## src/rtl/pipelined_barrel_shifter.sv

```systemverilog
// Pipelined multi-mode barrel shifter (LSL / LSR / ASR / ROR).
// One register stage per shift-amount bit. Stage k conditionally shifts by 2^k.
// Each stage has a valid/ready handshake, and ready is computed per stage so bubbles collapse.
// Optional macro PIPELINED_BARREL_SHIFTER_STICKY_EN: when defined, every beat carries
// a sticky bit, which is the OR of all bits discarded by the shift. When undefined,
// out_sticky is tied to 0 and no sticky state exists.
module pipelined_barrel_shifter #(
    parameter int unsigned N  = 8,
    parameter int unsigned SW = $clog2(N)
) (
    input  logic          clk,
    input  logic          rst,
    input  logic          in_valid,
    output logic          in_ready,
    input  logic [N-1:0]  in_data,
    input  logic [SW-1:0] in_shamt,
    input  logic [1:0]    in_mode,
    output logic          out_valid,
    input  logic          out_ready,
    output logic [N-1:0]  out_data,
    output logic          out_sticky
);

    localparam logic [1:0]   MODE_LSL = 2'b00;
    localparam logic [1:0]   MODE_LSR = 2'b01;
    localparam logic [1:0]   MODE_ASR = 2'b10;
    localparam logic [1:0]   MODE_ROR = 2'b11;
    localparam logic [N-1:0] ALL_ONES = {N{1'b1}};

    // Shift one operand by a fixed amount sh (0 < sh <= N/2) in the given mode.
    function automatic logic [N-1:0] shift_data(input logic [N-1:0] d,
                                                input logic [1:0]   mode,
                                                input logic         sign,
                                                input int unsigned  sh);
        logic [N-1:0] res;
        res = d;
        case (mode)
            MODE_LSL: res = d << sh;
            MODE_LSR: res = d >> sh;
            MODE_ASR: res = (d >> sh) | (sign ? ~(ALL_ONES >> sh) : '0);
            MODE_ROR: res = (d >> sh) | (d << (N - sh));
            default:  res = d;
        endcase
        return res;
    endfunction

`ifdef PIPELINED_BARREL_SHIFTER_STICKY_EN
    // OR of the bits that fall off the operand for a fixed shift of sh.
    function automatic logic shift_lost(input logic [N-1:0] d,
                                        input logic [1:0]   mode,
                                        input int unsigned  sh);
        logic lost;
        lost = 1'b0;
        case (mode)
            MODE_LSL: lost = |(d & ~(ALL_ONES >> sh));
            MODE_LSR: lost = |(d & ~(ALL_ONES << sh));
            MODE_ASR: lost = |(d & ~(ALL_ONES << sh));
            default:  lost = 1'b0;
        endcase
        return lost;
    endfunction
`endif

    // Stage registers
    logic [SW-1:0] valid_q, valid_d;
    logic [N-1:0]  data_q  [SW];
    logic [N-1:0]  data_d  [SW];
    logic [SW-1:0] shamt_q [SW];
    logic [SW-1:0] shamt_d [SW];
    logic [1:0]    mode_q  [SW];
    logic [1:0]    mode_d  [SW];
    logic          sign_q  [SW];
    logic          sign_d  [SW];
`ifdef PIPELINED_BARREL_SHIFTER_STICKY_EN
    logic          sticky_q [SW];
    logic          sticky_d [SW];
    logic          src_sticky [SW];
    logic          lost [SW];
`endif

    // Per-stage upstream view and the shifted payload
    logic          src_valid [SW];
    logic [N-1:0]  src_data  [SW];
    logic [SW-1:0] src_shamt [SW];
    logic [1:0]    src_mode  [SW];
    logic          src_sign  [SW];
    logic [N-1:0]  shifted   [SW];
    logic [SW-1:0] ready;

    // Stage 0 is fed by the input port. Its sign is the operand's original MSB.
    assign src_valid[0] = in_valid;
    assign src_data[0]  = in_data;
    assign src_shamt[0] = in_shamt;
    assign src_mode[0]  = in_mode;
    assign src_sign[0]  = in_data[N-1];
`ifdef PIPELINED_BARREL_SHIFTER_STICKY_EN
    assign src_sticky[0] = 1'b0;
`endif

    // Stage k (k > 0) is fed by stage k-1
    for (genvar k = 1; k < SW; k++) begin : g_link
        assign src_valid[k] = valid_q[k-1];
        assign src_data[k]  = data_q[k-1];
        assign src_shamt[k] = shamt_q[k-1];
        assign src_mode[k]  = mode_q[k-1];
        assign src_sign[k]  = sign_q[k-1];
`ifdef PIPELINED_BARREL_SHIFTER_STICKY_EN
        assign src_sticky[k] = sticky_q[k-1];
`endif
    end

    // Stage k shifts by 2^k when shift-amount bit k is set
    for (genvar k = 0; k < SW; k++) begin : g_step
        localparam int unsigned SH = 1 << k;
        assign shifted[k] = src_shamt[k][k]
                          ? shift_data(src_data[k], src_mode[k], src_sign[k], SH)
                          : src_data[k];
`ifdef PIPELINED_BARREL_SHIFTER_STICKY_EN
        assign lost[k] = src_shamt[k][k] && shift_lost(src_data[k], src_mode[k], SH);
`endif
    end

    // Stage k can load when some stage at or after it is empty, or when the sink takes the oldest beat
    for (genvar k = 0; k < SW; k++) begin : g_ready
        assign ready[k] = ~(&valid_q[SW-1:k]) | out_ready;
    end

    // Next state: a ready stage takes its upstream beat and a stalled stage holds
    always_comb begin
        valid_d = valid_q;
        for (int k = 0; k < int'(SW); k++) begin
            data_d[k]  = data_q[k];
            shamt_d[k] = shamt_q[k];
            mode_d[k]  = mode_q[k];
            sign_d[k]  = sign_q[k];
`ifdef PIPELINED_BARREL_SHIFTER_STICKY_EN
            sticky_d[k] = sticky_q[k];
`endif
            if (ready[k]) begin
                valid_d[k] = src_valid[k];
                if (src_valid[k]) begin
                    data_d[k]  = shifted[k];
                    shamt_d[k] = src_shamt[k];
                    mode_d[k]  = src_mode[k];
                    sign_d[k]  = src_sign[k];
`ifdef PIPELINED_BARREL_SHIFTER_STICKY_EN
                    sticky_d[k] = src_sticky[k] | lost[k];
`endif
                end
            end
        end
    end

    // Stage registers with synchronous reset that flushes every in-flight beat
    always_ff @(posedge clk) begin
        if (rst) begin
            valid_q <= '0;
            for (int k = 0; k < int'(SW); k++) begin
                data_q[k]  <= '0;
                shamt_q[k] <= '0;
                mode_q[k]  <= '0;
                sign_q[k]  <= 1'b0;
`ifdef PIPELINED_BARREL_SHIFTER_STICKY_EN
                sticky_q[k] <= 1'b0;
`endif
            end
        end else begin
            valid_q <= valid_d;
            for (int k = 0; k < int'(SW); k++) begin
                data_q[k]  <= data_d[k];
                shamt_q[k] <= shamt_d[k];
                mode_q[k]  <= mode_d[k];
                sign_q[k]  <= sign_d[k];
`ifdef PIPELINED_BARREL_SHIFTER_STICKY_EN
                sticky_q[k] <= sticky_d[k];
`endif
            end
        end
    end

    assign in_ready  = ready[0];
    assign out_valid = valid_q[SW-1];
    assign out_data  = data_q[SW-1];
`ifdef PIPELINED_BARREL_SHIFTER_STICKY_EN
    assign out_sticky = sticky_q[SW-1];
`else
    assign out_sticky = 1'b0;
`endif

endmodule

```

## config.mk

```make
export PLATFORM = sky130hd
export DESIGN_NAME = pipelined_barrel_shifter
export DESIGN_NICKNAME = d
export VERILOG_FILES = /design/src/rtl/pipelined_barrel_shifter.sv
export SDC_FILE = /design/constraint.sdc
export NUM_CORES = 1
export LEC_CHECK = 0
export CORE_MARGIN = 3
export CORE_UTILIZATION = 34
export CTS_CLUSTER_SIZE = 25
export DETAILED_ROUTE_END_ITERATION = 6
export HOLD_SLACK_MARGIN = 0.06
export PLACE_DENSITY_LB_ADDON = 0.15
export SLEW_MARGIN = 20
export SYNTH_ARGS = -nofsm -noshare
export SYNTH_HDL_FRONTEND = slang
export SYNTH_SLANG_ARGS = --single-unit
```

## constraint.sdc

```tcl
create_clock -name clk -period 1.8 [get_ports clk]
set_input_delay 0.36 -clock clk [delete_from_list [all_inputs] [get_ports clk]]
set_output_delay 0.36 -clock clk [all_outputs]
set_load 0.01 [all_outputs]
```

Word-level counts from Yosys, hierarchy flattened. Memory sizes are Yosys's and may differ from the RTL's. Cells that the tools add are included.

Register bits: 3. Bits in writable memories: 42. Input bits: 17. Output and inout port bits: 11. Word-level logic and storage cells: 96. Memories kept: 4.

Eq/ne operators: 11. Mux-type cells: 48. Bitwise gates (word level): 24. Reductions and logical operators: 6.

Memories: data_q (words 3, width 8, read ports 3, clocked after memory_dff 0, wr ports 3, RTL line 66) `logic [N-1:0] data_q [SW];`; shamt_q (words 3, width 3, read ports 2, clocked after memory_dff 0, wr ports 3, RTL line 68) `logic [SW-1:0] shamt_q [SW];`; mode_q (words 3, width 2, read ports 2, clocked after memory_dff 0, wr ports 3, RTL line 70) `logic [1:0] mode_q [SW];`; sign_q (words 3, width 1, read ports 2, clocked after memory_dff 0, wr ports 3, RTL line 72) `logic sign_q [SW];`.

Operators with widths (count): two-way mux 8 bit (15); case mux 8 bit (4 select lines) (3); two-way mux 3 bit (9); two-way mux 2 bit (9); bitwise OR 4 x 8 -> 8 bit (2); bitwise OR 6 x 8 -> 8 bit (2); bitwise OR 7 x 8 -> 8 bit (2); bitwise OR 1 bit (15); equality test 2 bit (second input constant) (6); two-way mux 1 bit (12); equality test 2 x 1 -> 1 bit (second input constant) (3); zero test 2 bit (3); AND reduction 3 bit (2); inverter 1 bit (3); inequality test 2 bit (second input constant) (1); AND reduction 2 bit (1); inequality test 1 bit (second input constant) (1).

Depth between registers and ports, before layout. An unclocked memory read counts as a cell.

Depth after elaboration: 8. Gate-level depth with buffers: 5. Mapped depth without buffers: 4.

Worst setup path before layout. No wires, ideal clock.

Path type: input -> register. From: input rst. To: memory mode_q[1][0] (netlist: mode_q[0][2]), enable pin. Library setup time: 0.310 ns. Arrival time: 1.103 ns. Setup slack: 0.387 ns. Stages on the path: 3. Cells stage by stage: clkbuf_1 clkbuf_1 nand2b_1.

RTL lines: start, declared (RTL line 12) `input logic rst,`; end, declared (RTL line 70).

Worst setup path after layout.
From: register valid_q[2]. To: output out_valid.

RTL lines: start, declared (RTL line 65) `logic [SW-1:0] valid_q, valid_d;`; start signal, assigned (RTL line 168) `valid_q <= valid_d;`; end, declared (RTL line 18) `output logic out_valid,`.

No word-level cell between the ends.

==> results.py <==
metrics = {
    "setup_path": {
        "critPathKind": "register to output port",
        "crit_path_max_incr_delay_ns": 0.57,
        "crit_fanout": 4,
        "required_ns": 1.44,
        "r2r_cells": 4,
        "r2r_start": "valid_q[1]",
        "path_cells": "clkdlybuf4s50_1",
        "timing.rr.end": "shamt_q[0][2]",
        "path_buf_inv": 1,
        "r2r_setup_slack_ns": 0.35,
        "endpoint_kind": "output port",
        "worstPathArrival_ns": 1.27,
        "crit_family": "buffers and inverters",
        "critPathSlowestCell": "clkdlybuf4s50_1",
        "startpoint_type": "register",
    },
    "synth": {
        "yosysMostFrequentCell": "dfxtp_1",
        "synthCells": 201,
        "ys_warn_count": 0,
        "synth_common_cells": "27 x dfxtp_1, 25 x nor2_1, 19 x a21oi_1, 17 x nand2_1, 15 x nor2b_1",
        "synth_area_per_cell_sq_um": 9.21,
        "syn_area_sq_mm": 0.00185,
        "yosys.area.top_type": "dfxtp_1",
        "ys_types": 42,
        "synth_edf_count": 9,
        "synth_nets": 218,
        "ys_seq_area_share_pct": 43.8,
        "synth_top_area_share_pct": 29.2,
        "synth-async-reset-ratio_pct": 0,
        "yosys-top-cells-area": "dfxtp_1 29%, edfxtp_1 15%, a21oi_1 5.1%",
        "ys_ff_latch": 36,
        "synth_flop_cell": "dfxtp_1",
    },
    "route": {
        "finalWirelength_mm": 3.67,
        "drtIter0Drc": 94,
        "wl_per_cell_microns": 12.5,
        "viasPerCell": 4.84,
        "ant_nets": 0,
        "via_count": 1422,
        "first_pass_iters": 4,
        "drc": 0,
    },
    "placement": {
        "dp_worst_setup_slack_ns": -0.0794,
        "gp_congestion": 0.767,
        "portBuffers": 26,
        "hpwl_mm": 2.77,
    },
    "timing": {
        "tightest_slew_ns": 0.511,
        "fin_tns_setup_ns": 0,
        "skew_ns": 0.00671,
        "finalMaxSlewViolations": 0,
        "finalSetupViolCount": 0,
        "rsz0062_at_grt": "no",
        "finalCritPeriodShare_pct": 90.7,
        "setup_ws_ns": 0.168,
        "max_freq_ghz": 0.613,
        "final-hold-violation-count": 0,
        "min_period_ns": 1.63,
        "slew_headroom_pct": 65.8,
    },
    "grt": {
        "grt_pass1_vias": 1369,
        "grt_use_total_pct": 12.5,
        "grt_pass1_wl_mm": 6.25,
        "antenna_found_initial": 0,
        "grt_overflow_total": 0,
        "grt_max_degree": 20,
    },
    "clocking": {
        "clk_pin_slew_ns": 0.07,
        "clockBufferDepth": 2,
        "cts_htree_levels": 2,
        "clock-root-buffer": "clkbuf_8",
        "numCtsBuffers": 5,
        "cts-resized-gates": 1,
        "hold_buffers": 0,
        "cts_num_sinks": 36,
        "cts_tree": "built",
        "clk_latency_ns": 0.28,
        "cts_setup_buffers": 0,
    },
    "power_and_ir_drop": {
        "power_density_mw_per_mm2": 829,
        "p_leak_nw": 0.864,
        "ir_worst_vdd_uv": 291,
    },
    "layout": {
        "layout-drive-gt1-share_pct": 11.6,
        "final_util_pct": 43.7,
        "area_growth_pct": 22.0,
        "fin_nets": 240,
        "antenna_cells": 0,
    },
    "floorplan": {
        "die_w_microns": 79.8,
        "core_sq_mm": 0.00517,
        "die_h_microns": 79.8,
        "design.die.area_sq_mm": 0.00637,
        "num_rows": 26,
        "initial_core_util_pct": 35.8,
        "ios": 28,
    },
    "run_status": {
        "status": "completed",
    },
    "worst_hold_path": {
        "hold_path_class": "register to register",
        "hold_end": "data_q[0][10]",
        "hold_start": "data_q[0][10]",
        "holdPathStages": 2,
    },
    "run": {
        "max_cap_viol_count": 0,
    },
}
## where the power goes
part | total [mW] | switching (mW) | internal [mW]
Clock | 0.682 | 0.279 | 0.403
Sequential | 0.930 | 0.0508 | 0.879
Combinational | 0.261 | 0.127 | 0.134
Total | 1.87 | 0.456 | 1.42
## worst max-delay path by stage
| stage | startpoint | end | slack, ns | cells after the start |
|---|---|---|---|---|
| floorplan | rst | mode_q[0][2] | 0.39 | 3 |
| global placement | out_ready | in_ready | -0.08 | 3 |
| detailed placement | out_ready | in_ready | -0.08 | 3 |
| CTS | valid_q[2] | out_valid | 0.14 | 1 |
| global route | valid_q[2] | out_valid | 0.11 | 1 |
| finish | valid_q[2] | out_valid | 0.17 | 1 |
## state kept, by name, summed over array words and instances (netlist names)
| name | count |
|---|---|
| data_q | 24 |
| mode_q | 4 |
| shamt_q | 3 |
| sign_q | 2 |
| valid_q | 3 |
## metrics by stage
step,power [mW],cell area (sq um),hold WS (ns),cells
2_1_floorplan,1.11,1850,0.445,201
3_5_place_dp,1.21,2150,0.468,286
6_report,1.87,2260,0.476,294
4_1_cts,1.90,2260,0.479,294
3_3_place_gp,1.21,2150,0.461,286
5_1_grt,1.98,2260,0.505,294
## cell usage in the layout, fill, tap and decap left out, types with 2 or more instances in the layout
cell type and n:
dfxtp_1 27, nor2_1 25, clkdlybuf4s50_1 25, a21oi_1 19, nand2_1 17, nor2b_1 15
edfxtp_1 9, a22o_1 8, buf_4 7, nor3_1 6, mux2i_1 6, clkbuf_8 5
nand3b_1 4, a311o_1 4, inv_1 4, a311oi_1 4, o41ai_2 2, or2_2 2
and3_1 2, a211oi_1 2, o41ai_1 2, nand3_1 2, mux2_1 2, a221oi_1 2
or3_1 2, clkinv_1 2
## area by class of cell
class,instances,area (sq um)
clock buffer,5,68.8
tap,70,87.6
timing repair buffer,34,332
inverter,5,18.8
multi-input combinational,141,905
clock inverter,3,37.5
fill,535,2910
sequential,36,811
## layer usage
layer,global-route usage (%),wire [microns],up-vias
li1,-,-,753
met2,20.4,1690,33
met3,3.05,194,2
met1,16.1,1760,634
met4,4.05,32,0
met5,0,0,-
## kinds of logic (layout without fill, tap and decap cells)
family,after synthesis,count (layout),synth area share (%)
AND/OR/NAND/NOR,84,84,24.4
buffers and inverters,24,47,7.36
multiplexers,8,8,4.46
AO/OA/AOI/OAI,47,47,19.3
XOR/XNOR,1,1,0.473
other,1,1,0.203
flip-flops,36,36,43.8
Power figures use the tool's default switching activity.
